`src/rtl/conv_pkg.sv`:
```
// Shared parameter defaults, width helpers and FSM encoding for the conv window controller.
// Latency: n/a (declarations only).
// Backpressure: n/a.
package conv_pkg;

  localparam int DEF_DATA_WIDTH  = 32;
  localparam int DEF_IFM_SIZE    = 14;
  localparam int DEF_IFM_DEPTH   = 3;
  localparam int DEF_KERNAL_SIZE = 5;

  typedef enum logic [1:0] {
    IDLE  = 2'd0,
    READ  = 2'd1,
    DRAIN = 2'd2,
    DONE  = 2'd3
  } state_t;

  // Never let a derived width collapse to zero bits.
  function automatic int max1(input int n);
    return (n < 1) ? 1 : n;
  endfunction

  // Pixel address width within one channel.
  function automatic int addr_w(input int ifm_size);
    return max1($clog2(ifm_size * ifm_size));
  endfunction

  // Output pixel index width.
  function automatic int ofm_w(input int ifm_size, input int kernal_size);
    return max1($clog2((ifm_size - kernal_size + 1) * (ifm_size - kernal_size + 1)));
  endfunction

  // Channel select width.
  function automatic int sel_w(input int ifm_depth);
    return max1($clog2(ifm_depth));
  endfunction

  // Row / column counter width.
  function automatic int pos_w(input int ifm_size);
    return max1($clog2(ifm_size));
  endfunction

endpackage

```
`src/rtl/window_position_counter.sv`:
```
// Tracks row/column of the pixel being shifted into the window FIFO and flags legal KxK windows.
// Latency: window_legal is combinational from shift_en and the current position.
// Backpressure: position only advances on shift_en; holds otherwise.
module window_position_counter
  import conv_pkg::*;
#(
  parameter int IFM_SIZE    = DEF_IFM_SIZE,
  parameter int KERNAL_SIZE = DEF_KERNAL_SIZE
) (
  input  logic clk,
  input  logic reset,
  input  logic shift_en,
  output logic window_legal
);

  localparam int PW = pos_w(IFM_SIZE);
  localparam logic [PW-1:0] POS_LAST = PW'(IFM_SIZE - 1);
  localparam logic [PW-1:0] K_LAST   = PW'(KERNAL_SIZE - 1);

  logic [PW-1:0] row_q, row_d;
  logic [PW-1:0] col_q, col_d;

  // Advance raster position per shifted pixel; the last pixel of a channel wraps both to 0.
  always_comb begin
    row_d = row_q;
    col_d = col_q;
    if (shift_en) begin
      if (col_q == POS_LAST) begin
        col_d = '0;
        row_d = (row_q == POS_LAST) ? '0 : row_q + PW'(1);
      end else begin
        col_d = col_q + PW'(1);
      end
    end
  end

  // Position registers.
  always_ff @(posedge clk or negedge reset) begin
    if (!reset) begin
      row_q <= '0;
      col_q <= '0;
    end else begin
      row_q <= row_d;
      col_q <= col_d;
    end
  end

  // A full window exists once at least K-1 rows and K-1 columns precede this pixel in the channel.
  assign window_legal = shift_en && (row_q >= K_LAST) && (col_q >= K_LAST);

endmodule

```
`src/rtl/conv_window_controller.sv`:
```
// Sequences IFM reads channel by channel and marks when the window FIFO taps hold a legal KxK window.
// Latency: fifo_enable one cycle after the read strobe; window_valid one cycle after the shift that completes it.
// Backpressure: ready low stalls new reads and all counters; the read already in flight still shifts.
module conv_window_controller
  import conv_pkg::*;
#(
  parameter int DATA_WIDTH  = DEF_DATA_WIDTH,
  parameter int IFM_SIZE    = DEF_IFM_SIZE,
  parameter int IFM_DEPTH   = DEF_IFM_DEPTH,
  parameter int KERNAL_SIZE = DEF_KERNAL_SIZE
) (
  input  logic                                  clk,
  input  logic                                  reset,
  input  logic                                  start,
  input  logic                                  ready,
  output logic                                  ifm_read_enable,
  output logic [addr_w(IFM_SIZE)-1:0]           ifm_address,
  output logic [sel_w(IFM_DEPTH)-1:0]           ifm_select,
  output logic                                  fifo_enable,
  output logic                                  window_valid,
  output logic [ofm_w(IFM_SIZE,KERNAL_SIZE)-1:0] ofm_address,
  output logic                                  first_channel,
  output logic                                  busy,
  output logic                                  done
);

  localparam int AW    = addr_w(IFM_SIZE);
  localparam int OW    = ofm_w(IFM_SIZE, KERNAL_SIZE);
  localparam int SW    = sel_w(IFM_DEPTH);
  localparam int N_PIX = IFM_SIZE * IFM_SIZE;
  localparam int N_OUT = (IFM_SIZE - KERNAL_SIZE + 1) * (IFM_SIZE - KERNAL_SIZE + 1);

  localparam logic [AW-1:0] ADDR_LAST = AW'(N_PIX - 1);
  localparam logic [SW-1:0] SEL_LAST  = SW'(IFM_DEPTH - 1);
  localparam logic [OW-1:0] OFM_LAST  = OW'(N_OUT - 1);

  // Pixel width only matters to the datapath sharing the package; nothing to build here unless it is illegal.
  if (DATA_WIDTH < 1) begin : g_bad_data_width
  end

  state_t        state_q, state_d;
  logic [AW-1:0] addr_q, addr_d;
  logic [SW-1:0] sel_q, sel_d;
  logic          fifo_en_q, fifo_en_d;
  logic [SW-1:0] shift_sel_q, shift_sel_d;
  logic          window_valid_q, window_valid_d;
  logic          first_channel_q, first_channel_d;
  logic [OW-1:0] ofm_q, ofm_d;

  logic rd_en;
  logic last_read;
  logic window_legal;

  assign rd_en     = (state_q == READ) && ready;
  assign last_read = rd_en && (addr_q == ADDR_LAST) && (sel_q == SEL_LAST);

  // Run sequencing: read all channels, one drain cycle for the final shift, then a done cycle.
  always_comb begin
    state_d = state_q;
    case (state_q)
      IDLE:    if (start) state_d = READ;
      READ:    if (last_read) state_d = DRAIN;
      DRAIN:   state_d = DONE;
      DONE:    state_d = IDLE;
      default: state_d = IDLE;
    endcase
  end

  // Read address / channel walk; wraps into the next channel with no idle cycle.
  always_comb begin
    addr_d = addr_q;
    sel_d  = sel_q;
    if (rd_en) begin
      if (addr_q == ADDR_LAST) begin
        addr_d = '0;
        sel_d  = (sel_q == SEL_LAST) ? '0 : sel_q + SW'(1);
      end else begin
        addr_d = addr_q + AW'(1);
      end
    end
  end

  // Shift-side pipeline: memory data lands one cycle after the read, carrying its channel with it.
  always_comb begin
    fifo_en_d       = rd_en;
    shift_sel_d     = rd_en ? sel_q : shift_sel_q;
    window_valid_d  = window_legal;
    first_channel_d = window_legal && (shift_sel_q == '0);
    ofm_d           = ofm_q;
    if (window_valid_q) begin
      ofm_d = (ofm_q == OFM_LAST) ? '0 : ofm_q + OW'(1);
    end
  end

  // State and datapath registers.
  always_ff @(posedge clk or negedge reset) begin
    if (!reset) begin
      state_q         <= IDLE;
      addr_q          <= '0;
      sel_q           <= '0;
      fifo_en_q       <= 1'b0;
      shift_sel_q     <= '0;
      window_valid_q  <= 1'b0;
      first_channel_q <= 1'b0;
      ofm_q           <= '0;
    end else begin
      state_q         <= state_d;
      addr_q          <= addr_d;
      sel_q           <= sel_d;
      fifo_en_q       <= fifo_en_d;
      shift_sel_q     <= shift_sel_d;
      window_valid_q  <= window_valid_d;
      first_channel_q <= first_channel_d;
      ofm_q           <= ofm_d;
    end
  end

  window_position_counter #(
    .IFM_SIZE    (IFM_SIZE),
    .KERNAL_SIZE (KERNAL_SIZE)
  ) u_pos (
    .clk          (clk),
    .reset        (reset),
    .shift_en     (fifo_en_q),
    .window_legal (window_legal)
  );

  assign ifm_read_enable = rd_en;
  assign ifm_address     = addr_q;
  assign ifm_select      = sel_q;
  assign fifo_enable     = fifo_en_q;
  assign window_valid    = window_valid_q;
  assign ofm_address     = ofm_q;
  assign first_channel   = first_channel_q;
  assign busy            = (state_q != IDLE);
  assign done            = (state_q == DONE);

endmodule
```
`config.mk`:
```
export PLATFORM = sky130hd
export DESIGN_NAME = conv_window_controller
export DESIGN_NICKNAME = d
export VERILOG_FILES = /design/src/rtl/conv_pkg.sv /design/src/rtl/window_position_counter.sv /design/src/rtl/conv_window_controller.sv
export SDC_FILE = /design/constraint.sdc
export NUM_CORES = 1
export LEC_CHECK = 0
export CORE_MARGIN = 2
export CORE_UTILIZATION = 29
export CTS_CLUSTER_SIZE = 30
export DETAILED_ROUTE_END_ITERATION = 8
export PLACE_DENSITY = 0.61
export SLEW_MARGIN = 20
export SYNTH_ARGS = -nofsm -noshare
export SYNTH_HDL_FRONTEND = slang
export SYNTH_SLANG_ARGS = --single-unit
```
`constraint.sdc`:
```
create_clock -name clk -period 2.26 [get_ports clk]
set_clock_uncertainty 0.05 [all_clocks]
set_input_delay 0.452 -clock clk [delete_from_list [all_inputs] [get_ports clk]]
set_output_delay 0.452 -clock clk [all_outputs]
set_load 0.05 [all_outputs]
```
# Word-level counts from Yosys, hierarchy flattened
# Index checks and enable logic that the tools add are counted.
# Widths: inputs -> output; s select.
[word_totals] register_bits=32 output_inout_bits=23 wordCells=47
[op_classes] n_addsub=5 order_cmp=2 eq_ne=10 mux=8 reduce_logical=12
[ops] operator="$add 4x1->4 const B" count=2
[ops] operator="$add 8x1->8 const B" count=1
[ops] operator="$eq 4x4->1 const B" count=2
[ops] operator="$eq 8x8->1 const B" count=1
[ops] operator="$ge 4x3->1 const B" count=2
[ops] operator="$mux 4" count=2
[ops] operator="$mux 8" count=1
[ops] operator="$pmux 2 s4" count=1
[ops] operator="$add 7x1->7 const B" count=1
[ops] operator="$eq 7x7->1 const B" count=1
[ops] operator="$mux 7" count=1
[ops] operator="$eq 2x2->1 const B" count=3
[ops] operator="$logic_and 1x1->1" count=6
[ops] operator="$mux 2" count=3
[ops] operator="$reduce_and 2->1" count=3
[ops] operator="$logic_not 2->1" count=2
[ops] operator="$ne 2x2->1 const B" count=2
[ops] operator="$add 2x1->2 const B" count=1
[ops] operator="$eq 2x1->1 const B" count=1
[ops] operator="$reduce_bool 2->1" count=1

# Depth between registers and ports, before layout
[logic_depth] word_depth=6 depth_mapped=7

# Cells and area by module
# A second synthesis with hierarchy kept.
[unflattened] cells_unflattened=141 hier_area_um2=1542.7
[modules_own_cells] module="conv_window_controller" n_inst=1 cells_per_inst=103 area_each_um2=1147.4 seq_area_each_um2=600.6
[modules_own_cells] module="window_position_counter" n_inst=1 cells_per_inst=38 area_each_um2=395.4 seq_area_each_um2=200.2

# Worst setup path after synthesis
# OpenSTA, ideal clock, no wires.
[synth_timing] path_kind="register to register" from="register addr_q[0], in the netlist ifm_address[0]" to="register state_q[1]" setup_time_ps=125 arrival_ps=1878 required_time_ps=2085 path_slack_ps=207 path_stages_with_launch=6 synth_period_minus_slack_ps=2053 path_cell_list="dfrtp_1 ha_1 nand4b_1 o41ai_2 o21ai_2 mux2_4"
[synth_via] elab_chain_len=5
[synth_lines] element="start: declaration" line="conv_window_controller.sv:42" text="logic [AW-1:0] addr_q, addr_d;"
[synth_lines] element="start signal: assignment" line="conv_window_controller.sv:108" text="addr_q <= addr_d;"
[synth_lines] element="$eq 8x8->1" line="conv_window_controller.sv:55" text="assign last_read = rd_en && (addr_q == ADDR_LAST) && (sel_q == SEL_LAST);"
[synth_lines] element="$logic_and 1x1->1 (2 in series)" line="conv_window_controller.sv:55"
[synth_lines] element="$ne 2x2->1 (no source line)"
[synth_lines] element="$reduce_and 2->1 (no source line)"
[synth_lines] element="end signal: assignment" line="conv_window_controller.sv:107" text="state_q <= state_d;"
[synth_lines] element="end: declaration" line="conv_window_controller.sv:41" text="state_t state_q, state_d;"
# Every way passes these cells.
# A chain may end at the register's enable or synchronous reset.

# Worst setup path after layout
[layout_timing] from="register addr_q[2], in the netlist ifm_address[2]" to="output ifm_address[2]"
[layout_lines] element="end: declaration" line="conv_window_controller.sv:17" text="output logic [addr_w(IFM_SIZE)-1:0] ifm_address,"
# No word-level cell between the ends.

==> metrics.md <==
| Metric | Value |
|---|---|
| Hold worst-path end | first_channel |
| Clock root cell | clkbuf_8 |
| Post-Layout Cell Count | ~240 |
| CTS resizes | 0 |
| R2r startpoint | ifm_address[0] |
| Final hold violation count | 0 |
| DR vias/cell | 4.55 |
| Pre-Repair DR Iteration Count | 4 |
| Hold Crit Class | reg2reg |
| Hold path start | shift_sel_q[0] |
| RSZ-0062 raised after global routing | false |
| Tot GR Track Use | 11.4% |
| CTS Buf Count | 5 |
| Remaining Overflow, GRT | 0 |
| Reg2Reg Setup Slack | between 0.4 and 0.5 ns |
| Largest net degree at the start of global routing | 33 |
| R2R depth | 5 |
| RR Endpoint | state_q[1] |
| Top FF cell, synth | dfrtp_1 |
| Critical path's largest stage delay | 0.86 ns |
| Endpoints failing setup | 0 |
| CP arrival | 1.64 ns |
| Nets | 179 |
| Worst Path Buf+Inv | 1 |
| Slowest cell on crit path | clkdlybuf4s50_1 |
| Syn Area/Cell | about 11 µm² |
| Setup TNS | 0 ns |
| Synth Register Bits | 32 |
| Mapped Area | around 1500 µm² |
| Share of cells above drive strength 1 | between 15 and 20% |
| Final wirelength | 2730 µm |
| Max Slew Vio Count | 0 |
| Number of synthesized flops with an enable pin | 0 |
| Top Ports | 27 |
| Fin crit period | 2.14 ns |
| Antenna violations before repair | 0 |
| Mapped Nets | approximately 140 |
| Synth warn | 0 |
| IO Port Bufs | 26 |
| Final GP Congestion | 0.812 |
| Detail Route Antenna Nets | 0 |
| Dpl hpwl | 1930 µm |
| Routed vias | between 1000 and 1500 |
| Multi-input gate area | 673 µm² |
| Global-route wire length before repair | 4830 µm |
| Iteration-0 DRC Markers | 96 |
| CTS sink count | 32 |
| Leak pwr | 0.882 nW |
| Crit-path cells | clkdlybuf4s50_1 |
| Number of fill cells | approximately 520 |
| CP Launch Point | ifm_address[2] |
| Count of different cell masters after synthesis | 33 |
| CP Data Required Time | 1.76 ns |
| Worst vdd ir | 0.932 mV |
| Layout area overhead | 30.9% |
| H-tree Lvls | 2 |
| Die Area | 5750 µm² |
| # diodes | 0 |
| Pre-CTS WS | 0.314 ns |
| WS Path Type | reg2out |
| Cts hold-fix bufs | 0 |
| DR WL/cell | 11.4 µm |
| Hold depth | 1 |
| Headroom to the max-slew limit | 65.9% |
| Final core utilization | 38.8% |
| Postcts setup bufs | 0 |
| Number of global-route vias before repair | around 1000 |
| DRC | 0 |
| Mapped Cells | 133 |
| Clock slew at reported path FFs | 0.07 ns |
| Placed Cells incl. Taps | 231 |
| Family with the most delay on the worst path | buffers and inverters |
| Maxcap violations | 0 |
| Initial Utilization | 29.7% |
| Setup ws final | 0.122 ns |
| Worst-path fanout max | 8 |
| Die outline height | between 70 and 80 µm |
| Least-Margin Pin Slew | 0.509 ns |
| Fraction of registers with async set/reset | 100% |
| Post-synthesis sequential area ratio | 53.5% |
| CTS tree | built |
| Reg area | 801 µm² |
| Clk_lat worst skew | roughly 0.28 ns |
| Pwr dens | 875 nW/µm² |
| Die Width | around 76 µm |
| Startpoint Class | flip-flop |
| Core footprint | 5040 µm² |
| Row count | 26 |
| CP endpoint kind | primary output |
| Max Fclk | 468 MHz |
| Outcome | finished clean |
| Period utilization | 94.6% |
| CTS Buffer Depth | 2 |
| Total power | 0.00171 W |
[synth_stat cells (all sizes together), types with 2 or more instances]
cell type,n,area [µm²]
mux2,7,82.6
nand2,16,60.1
mux2i,2,20.0
nor2,8,30.0
xnor2,5,43.8
o221a,2,22.5
dfrtp,32,801
ha,7,87.6
and4,3,27.5
nand4,3,18.8
and3,3,18.8
o21ai,11,58.8
nor3,2,10.0
xor2,6,52.6
inv,4,15.0
nand3,8,40.0
[cells in the final DEF, fill, tap and decap left out, types with 3 or more instances in the layout]
cell type        count
ha_1                 7
xnor2_1              5
clkdlybuf4s50_1     24
xor2_1               6
o21ai_0             10
nand3_1              8
nand4_1              3
nand2_1             16
inv_1                4
clkbuf_8             5
and3_1               3
mux2_2               6
nor2_1               8
buf_4                4
dfrtp_1             32
[flip-flops by register name (all words and copies together) (netlist names)]
register,count
first_channel,1
state_q,2
window_valid,1
shift_sel_q,2
u_pos.row_q,4
fifo_enable,1
u_pos.col_q,4
ifm_address,8
ifm_select,2
ofm_address,7
[worst max path at each step]
stage | end | slack (ns) | cells past startpoint
after detailed placement | ifm_select[0] | 0.31 | 4
final | ifm_address[2] | 0.12 | 1
after floorplan | state_q[1] | 0.21 | 5
after global routing | ifm_read_enable | 0.03 | 5
after CTS | done | 0.1 | 2
after global placement | ifm_read_enable | 0.35 | 4
[layer usage]
layer  vias to the layer above  track usage, %  part of all wire, %
met5                         -               0                    0
met4                         0            4.09                  1.1
met3                         4            4.63                  5.9
met2                        31            15.8                   43
met1                       513            15.9                   50
li1                        539               -                    -
[layout make-up]
type | count | share of cell area (%)
clock buffers | 5 | 3.51
inverters | 5 | 0.958
clock inverters | 3 | 0.958
repair buffers | 29 | 14.8
flip-flops and latches | 32 | 40.9
well taps | 70 | 4.47
multi-input cells | 95 | 34.4
[per-stage QoR]
| step | instance area [µm²] | hold slack, ns |
|---|---|---|
| 6_report | 1960 | 0.387 |
| 2_1_floorplan | 1500 | 0.106 |
| 3_5_place_dp | 1870 | 0.381 |
| 4_1_cts | 1960 | 0.383 |
| 5_1_grt | 1960 | 0.424 |
| 3_3_place_gp | 1870 | 0.394 |
[report_power, final]
part / leakage [nW] / total, W / internal (W) / switching (W)
logic: 0.413 / 0.000474 / 0.000188 / 0.000286
clock network: 0.0479 / 0.000432 / 0.000214 / 0.000218
registers: 0.421 / 0.000807 / 0.000673 / 0.000134
[logic make-up (layout without fill, tap and decap cells)]
family / count (synthesis) / after routing / share of synthesized area [%]
and+or+nand+nor: 49 / 49 / 16.9
DFF: 32 / 32 / 53.5
AOI/OAI and AO/OA: 19 / 19 / 8.95
muxes: 9 / 9 / 6.86
xor gates and xnor gates: 11 / 11 / 6.44
buffers and inverters: 6 / 42 / 1.50
adders and majority gates: 7 / 7 / 5.85
No activity file was read; power rests on OpenSTA's default activity.
